## config.mk

```make
export PLATFORM = sky130hd
export DESIGN_NAME = rx_frame_parser
export DESIGN_NICKNAME = d
export VERILOG_FILES = /design/src/rtl/rx_frame_parser_pkg.sv /design/src/rtl/rx_frame_parser_frame_buffer.sv /design/src/rtl/rx_frame_parser.sv
export SDC_FILE = /design/constraint.sdc
export NUM_CORES = 1
export LEC_CHECK = 0
export CORE_ASPECT_RATIO = 2
export CORE_UTILIZATION = 53
export CTS_CLUSTER_DIAMETER = 30
export DETAILED_ROUTE_END_ITERATION = 7
export PLACE_DENSITY = 0.82
export REMOVE_ABC_BUFFERS = 1
export SYNTH_ARGS = -nofsm -noshare
export SYNTH_HDL_FRONTEND = slang
export SYNTH_SLANG_ARGS = --single-unit
```

## constraint.sdc

```tcl
create_clock -name clk -period 6.3 [get_ports clk]
set_clock_uncertainty 0.15 [all_clocks]
set_input_delay 0.945 -clock clk [delete_from_list [all_inputs] [get_ports clk]]
set_output_delay 0.945 -clock clk [all_outputs]
set_load 0.005 [all_outputs]
```

## src/rtl/rx_frame_parser_pkg.sv

```systemverilog
// Frame parser shared types: parser states and drop codes.
// Also imported by the tx_frame_builder counterpart.
package rx_frame_parser_pkg;

  typedef enum logic [2:0] {
    S_HUNT,
    S_LEN,
    S_PAYLOAD,
    S_CSUM,
    S_DRAIN
  } state_t;

  localparam logic [1:0] ERR_NONE    = 2'd0;
  localparam logic [1:0] ERR_LEN     = 2'd1;
  localparam logic [1:0] ERR_CSUM    = 2'd2;
  localparam logic [1:0] ERR_TIMEOUT = 2'd3;

endpackage

```

## src/rtl/rx_frame_parser_frame_buffer.sv

```systemverilog
// frame_buffer: 2**AW x 8 simple dual-port RAM, sync write, registered read.
// Ports: clk, rst, we/waddr/wdata write side, re/raddr/rdata read side.
module frame_buffer #(
  parameter int AW = 4
) (
  input  logic          clk,
  input  logic          rst,
  input  logic          we,
  input  logic [AW-1:0] waddr,
  input  logic [7:0]    wdata,
  input  logic          re,
  input  logic [AW-1:0] raddr,
  output logic [7:0]    rdata
);

  logic [7:0] mem [0:(1<<AW)-1];

  always_ff @(posedge clk) begin
    if (we) mem[waddr] <= wdata;
  end

  // Read register only moves on re, so the presented byte stays put
  // while the consumer stalls.
  always_ff @(posedge clk or posedge rst) begin
    if (rst) rdata <= '0;
    else if (re) rdata <= mem[raddr];
  end

endmodule

```

## src/rtl/rx_frame_parser.sv

```systemverilog
// rx_frame_parser: pops RxUart bytes, parses SYNC/LEN/payload/CSUM frames,
// buffers payload, releases it on a valid/ready stream once CSUM verifies.
// Ports: clk, rst, x16BaudStrobe; rxData/rxDataPresent/rxRead (RxUart side);
// outData/outValid/outLast/outReady (stream); frameOk/frameErr/errCode.
module rx_frame_parser
  import rx_frame_parser_pkg::*;
#(
  parameter int          LOG2_LEN = 4,
  parameter logic [7:0]  SYNC     = 8'h7E,
  parameter logic [15:0] TIMEOUT  = 16'd320
) (
  input  logic       clk,
  input  logic       rst,
  input  logic       x16BaudStrobe,
  input  logic [7:0] rxData,
  input  logic       rxDataPresent,
  output logic       rxRead,
  output logic [7:0] outData,
  output logic       outValid,
  output logic       outLast,
  input  logic       outReady,
  output logic       frameOk,
  output logic       frameErr,
  output logic [1:0] errCode
);

  localparam int         W       = LOG2_LEN + 1;
  localparam logic [7:0] MAX_LEN = 8'(2 ** LOG2_LEN);

  state_t          state, nxt;
  logic            pop, pop_q;
  logic [W-1:0]    len_q, len_n;
  logic [W-1:0]    cnt, cnt_n;
  logic [W-1:0]    wp, wp_n;
  logic [W-1:0]    rp, rp_n, rp_inc;
  logic [7:0]      sum, sum_n, sum_add;
  logic [15:0]     tmo, tmo_n;
  logic            ok_q, ok_n;
  logic            err_q, err_n;
  logic [1:0]      code_q, code_n;
  logic            mid, timed_out, last, len_ok;
  logic            we, re;
  logic [LOG2_LEN-1:0] raddr;

  assign mid = (state == S_LEN) || (state == S_PAYLOAD)
            || (state == S_CSUM);
  assign timed_out = mid && (tmo == TIMEOUT);

  // pop_q blocks back-to-back pops so rxDataPresent is always fresh.
  assign pop = !rst && rxDataPresent && !pop_q
            && (state != S_DRAIN) && !timed_out;

  assign sum_add = sum + rxData;
  assign rp_inc  = rp + W'(1);
  assign last    = (rp == len_q - W'(1));
  assign len_ok  = (rxData != 8'd0) && (rxData <= MAX_LEN);

  always_ff @(posedge clk or posedge rst) begin
    if (rst) begin
      state  <= S_HUNT;
      pop_q  <= 1'b0;
      len_q  <= '0;
      cnt    <= '0;
      wp     <= '0;
      rp     <= '0;
      sum    <= '0;
      tmo    <= '0;
      ok_q   <= 1'b0;
      err_q  <= 1'b0;
      code_q <= ERR_NONE;
    end else begin
      state  <= nxt;
      pop_q  <= pop;
      len_q  <= len_n;
      cnt    <= cnt_n;
      wp     <= wp_n;
      rp     <= rp_n;
      sum    <= sum_n;
      tmo    <= tmo_n;
      ok_q   <= ok_n;
      err_q  <= err_n;
      code_q <= code_n;
    end
  end

  always_comb begin
    nxt    = state;
    len_n  = len_q;
    cnt_n  = cnt;
    wp_n   = wp;
    rp_n   = rp;
    sum_n  = sum;
    ok_n   = 1'b0;
    err_n  = 1'b0;
    code_n = code_q;
    we     = 1'b0;
    re     = 1'b0;
    raddr  = rp[LOG2_LEN-1:0];

    if (!mid || pop) tmo_n = '0;
    else if (x16BaudStrobe && !timed_out) tmo_n = tmo + 16'd1;
    else tmo_n = tmo;

    if (timed_out) begin
      nxt    = S_HUNT;
      err_n  = 1'b1;
      code_n = ERR_TIMEOUT;
      tmo_n  = '0;
    end else begin
      unique case (state)
        S_HUNT: begin
          if (pop && rxData == SYNC) nxt = S_LEN;
        end
        S_LEN: begin
          if (pop) begin
            if (len_ok) begin
              nxt   = S_PAYLOAD;
              sum_n = rxData;
              cnt_n = rxData[W-1:0];
              len_n = rxData[W-1:0];
              wp_n  = '0;
              rp_n  = '0;
            end else begin
              nxt    = S_HUNT;
              err_n  = 1'b1;
              code_n = ERR_LEN;
            end
          end
        end
        S_PAYLOAD: begin
          if (pop) begin
            we    = 1'b1;
            wp_n  = wp + W'(1);
            sum_n = sum_add;
            cnt_n = cnt - W'(1);
            if (cnt == W'(1)) nxt = S_CSUM;
          end
        end
        S_CSUM: begin
          if (pop) begin
            if (sum_add == 8'd0) begin
              nxt   = S_DRAIN;
              ok_n  = 1'b1;
              // Prefetch byte 0 so outData is ready with outValid.
              re    = 1'b1;
              raddr = '0;
            end else begin
              nxt    = S_HUNT;
              err_n  = 1'b1;
              code_n = ERR_CSUM;
            end
          end
        end
        S_DRAIN: begin
          if (outReady) begin
            if (last) begin
              nxt = S_HUNT;
            end else begin
              rp_n  = rp_inc;
              re    = 1'b1;
              raddr = rp_inc[LOG2_LEN-1:0];
            end
          end
        end
        default: nxt = S_HUNT;
      endcase
    end
  end

  frame_buffer #(.AW(LOG2_LEN)) u_buf (
    .clk   (clk),
    .rst   (rst),
    .we    (we),
    .waddr (wp[LOG2_LEN-1:0]),
    .wdata (rxData),
    .re    (re),
    .raddr (raddr),
    .rdata (outData)
  );

  assign rxRead   = pop;
  assign outValid = (state == S_DRAIN);
  assign outLast  = (state == S_DRAIN) && last;
  assign frameOk  = ok_q;
  assign frameErr = err_q;
  assign errCode  = code_q;

endmodule

```

==> metrics.csv <==
metric,value,unit
fillers,1223,
Hold Slack,338.9,ps
post-route cell area,9618,um^2
Die Y,182.1,um
Final Hold Fails,0,
H-tree levels,4,
TritonCTS clock tree,built,
final worst path period need,5058,ps
DRT antenna net count,0,
hold_buf cts,0,
core area,15780,um^2
GRT Util Overall,25.98,%
TritonCTS buffer count,17,
main flop type after synthesis,edfxtp_1,
Die Wd,92.07,um
worst r2r dst,u_buf.rdata[0],
slowest CP cell,clkdlybuf4s50_1,
Setup Total Neg Slack,0,ps
largest net degree at the start of global routing,52,
critical path type,in -> reg,
peak supply drop,222.7,uV
Crit path buffers/inverters,2,
# DRC,0,
number of global-route vias before repair,6182,
most frequent cells in the layout,"163 x nand2_1, 128 x edfxtp_1, 59 x dfrtp_1",
number of enable flip-flop cells after synthesis,128,
pwr dens,252.9,nW/um^2
RSZ-0062 raised after global routing,no,
min-delay src,sum[6],
cell depth of the worst setup path,13,
crit-path cells,"clkdlybuf4s50_1, inv_1, fa_1, nand2b_1, a2111oi_0, a211oi_1, and2_1, nand4_2, a31oi_1, o22ai_2, a32oi_1, a32oi_1, nand2_1",
sequential fraction of the synthesis area,61.87,%
"CP delay by family, top",compound AO/OA/AOI/OAI gates,
Final Routed Wirelength,20550,um
clock buffer depth,2,
die area,16770,um^2
drt via density,6.093,
Tightest Hold Check Type,reg -> reg,
Final Cycle Share,80.28,%
share of layout cells above drive strength 1,9.079,%
CP required,6460,ps
cts repair resizes,0,
Worst-path clk slew,70,ps
worst hold stages,2,
antenna cells,0,
Post-DP HPWL,13960,um
initial antenna violation count,0,
initial core utilization,54.50,%
Worst path max stage delay,890,ps
MaxCap Viol Count,0,
Synth Cell Area,8599,um^2
Synth Instances,755,
post-synthesis register bit count,187,
CTS sink cnt,187,
Reg-to-Reg Start,sum[0],
I/O Buffers,27,
Slew @ Worst Pin,1136,ps
crit-path most repeated cell,a32oi_1,
routed vias,6056,
achievable frequency,0.1977,GHz
Worst Reg-to-Reg Cells,13,
number of DRC markers in iteration 0,473,
GPL Wtd Cong,0.8581,
# IOs,28,
Syn. warnings,0,
Max Slew Vio Count,0,
Placed Area,9045,um^2
Area Overhead vs Synth,11.84,%
arrival time at the worst endpoint,5220,ps
library cells used by synthesis,66,
CP max FO,16,
Root Driver,clkbuf_16,
status,"complete, no violations",
final net count,811,
GR Overflow Total,0,
"setup slack, reg-to-reg",2290,ps
WHS Endpoint,sum[6],
"FFs w/ async S/R, synth",31.55,%
Rows,65,
Clock Latency Late Sink,440,ps
CP Launch Type,primary input,
critical path capture point type,flop,
drt wl/cell,20.68,um
"leading cell type in the layout, fill and taps excluded",nand2_1,
first-pass GRT wire length,32150,um
Max-slew headroom,24.02,%
setup bufs post-CTS,0,
LEAKAGE,0.003515,uW
Final Power,2432,uW
drt first pass iters,5,
endpoints failing setup,0,
syn avg cell area,11.39,um^2
how the worst max path moves through the flow:
stage / start / end / slack, ps
2_1_floorplan: rxData[0] / u_buf.rdata[6] / 2160
3_3_place_gp: rxData[1] / u_buf.rdata[7] / 1200
3_5_place_dp: rxData[1] / u_buf.rdata[0] / 950
4_1_cts: rxData[1] / u_buf.rdata[0] / 1360
5_1_grt: rxData[1] / u_buf.rdata[0] / 1070
6_report: rxData[1] / u_buf.rdata[0] / 1240
layer usage:
metal / vias up / track usage (%) / part of all wire [%]
li1: 2762 / - / -
met5: - / 0 / 0
met1: 2936 / 26.22 / 34
met4: 0 / 19.88 / 7.8
met2: 267 / 46.96 / 54
met3: 91 / 3.917 / 4.5
final cells by class:
| cell class | instances | area (um^2) | share of cell area (%) |
|---|---|---|---|
| Sequential cell | 187 | 5320 | 55.31 |
| Multi-Input combinational cell | 507 | 2984 | 31.03 |
| Clock buffer | 18 | 439.2 | 4.566 |
| Timing Repair Buffer | 42 | 395.4 | 4.111 |
| Tap cell | 201 | 251.5 | 2.615 |
| Clock inverter | 14 | 133.9 | 1.392 |
| Inverter | 25 | 93.84 | 0.9757 |
synthesized netlist by cell type, types with 3 or more instances:
cell,count,share of area (%)
a31oi_1,21,1.5
nand4_1,17,1.2
inv_1,22,0.96
nor3b_1,4,0.35
mux2_2,4,0.52
nor2_1,51,2.2
buf_4,6,0.52
o21ai_0,23,1.3
dfrtp_1,59,17
xor2_1,19,1.9
nand3_1,47,2.7
o31ai_1,5,0.44
a21oi_1,15,0.87
buf_2,13,0.76
nand2_1,163,7.1
nor4_1,3,0.22
nor2b_1,5,0.36
and3_1,5,0.36
edfxtp_1,128,45
nor3_1,17,0.99
mux2i_1,9,1.0
clkbuf_1,11,0.48
a32oi_1,16,1.6
xnor2_1,11,1.1
ha_1,17,2.5
and2_1,3,0.22
buf_6,5,0.65
o211ai_1,3,0.26
nand2b_1,5,0.36
inv_2,3,0.13
metrics by stage:
step,utilization (%),instances,worst slack (ps)
finish,60.96,994,1242
global route,60.96,994,1070
CTS,60.96,994,1359
detailed placement,57.33,962,954.0
global placement,57.33,962,1201
floorplan,-,719,2155
registers in the layout, indices dropped and copies added (netlist names), 2 cells and up:
name / count
wp: 4
errCode: 2
rp: 5
u_buf.rdata: 8
u_buf.mem: 128
sum: 8
cnt: 5
len_q: 5
state: 3
tmo: 16
where the power goes:
| group | switching [uW] | total (uW) | internal, uW | leakage, uW |
|---|---|---|---|---|
| logic | 48.4 | 73.2 | 24.8 | 0.00129 |
| clock network | 474 | 1040 | 565 | 0.000285 |
| registers | 2.20 | 1320 | 1320 | 0.00194 |
| total | 525 | 2430 | 1910 | 0.00352 |
worst min-delay path, stage by stage (launching register included):
cell and delay (ps):
dfrtp_1 350, nand2_1 50, o31ai_1 50
cell families (layout without fill, tap and decap cells):
logic type	after synthesis	count (layout)	share of synthesized area [%]
AO/OA/AOI/OAI	109	109	9.050
adder cells (fa/ha/maj)	18	18	2.706
buffers and inverters	61	99	3.550
multiplexers	14	14	1.833
XOR/XNOR	30	30	3.055
AND/OR/NAND/NOR	336	336	17.94
flip-flops	187	187	61.87
Note: power is estimated with default switching activity, not from simulation.
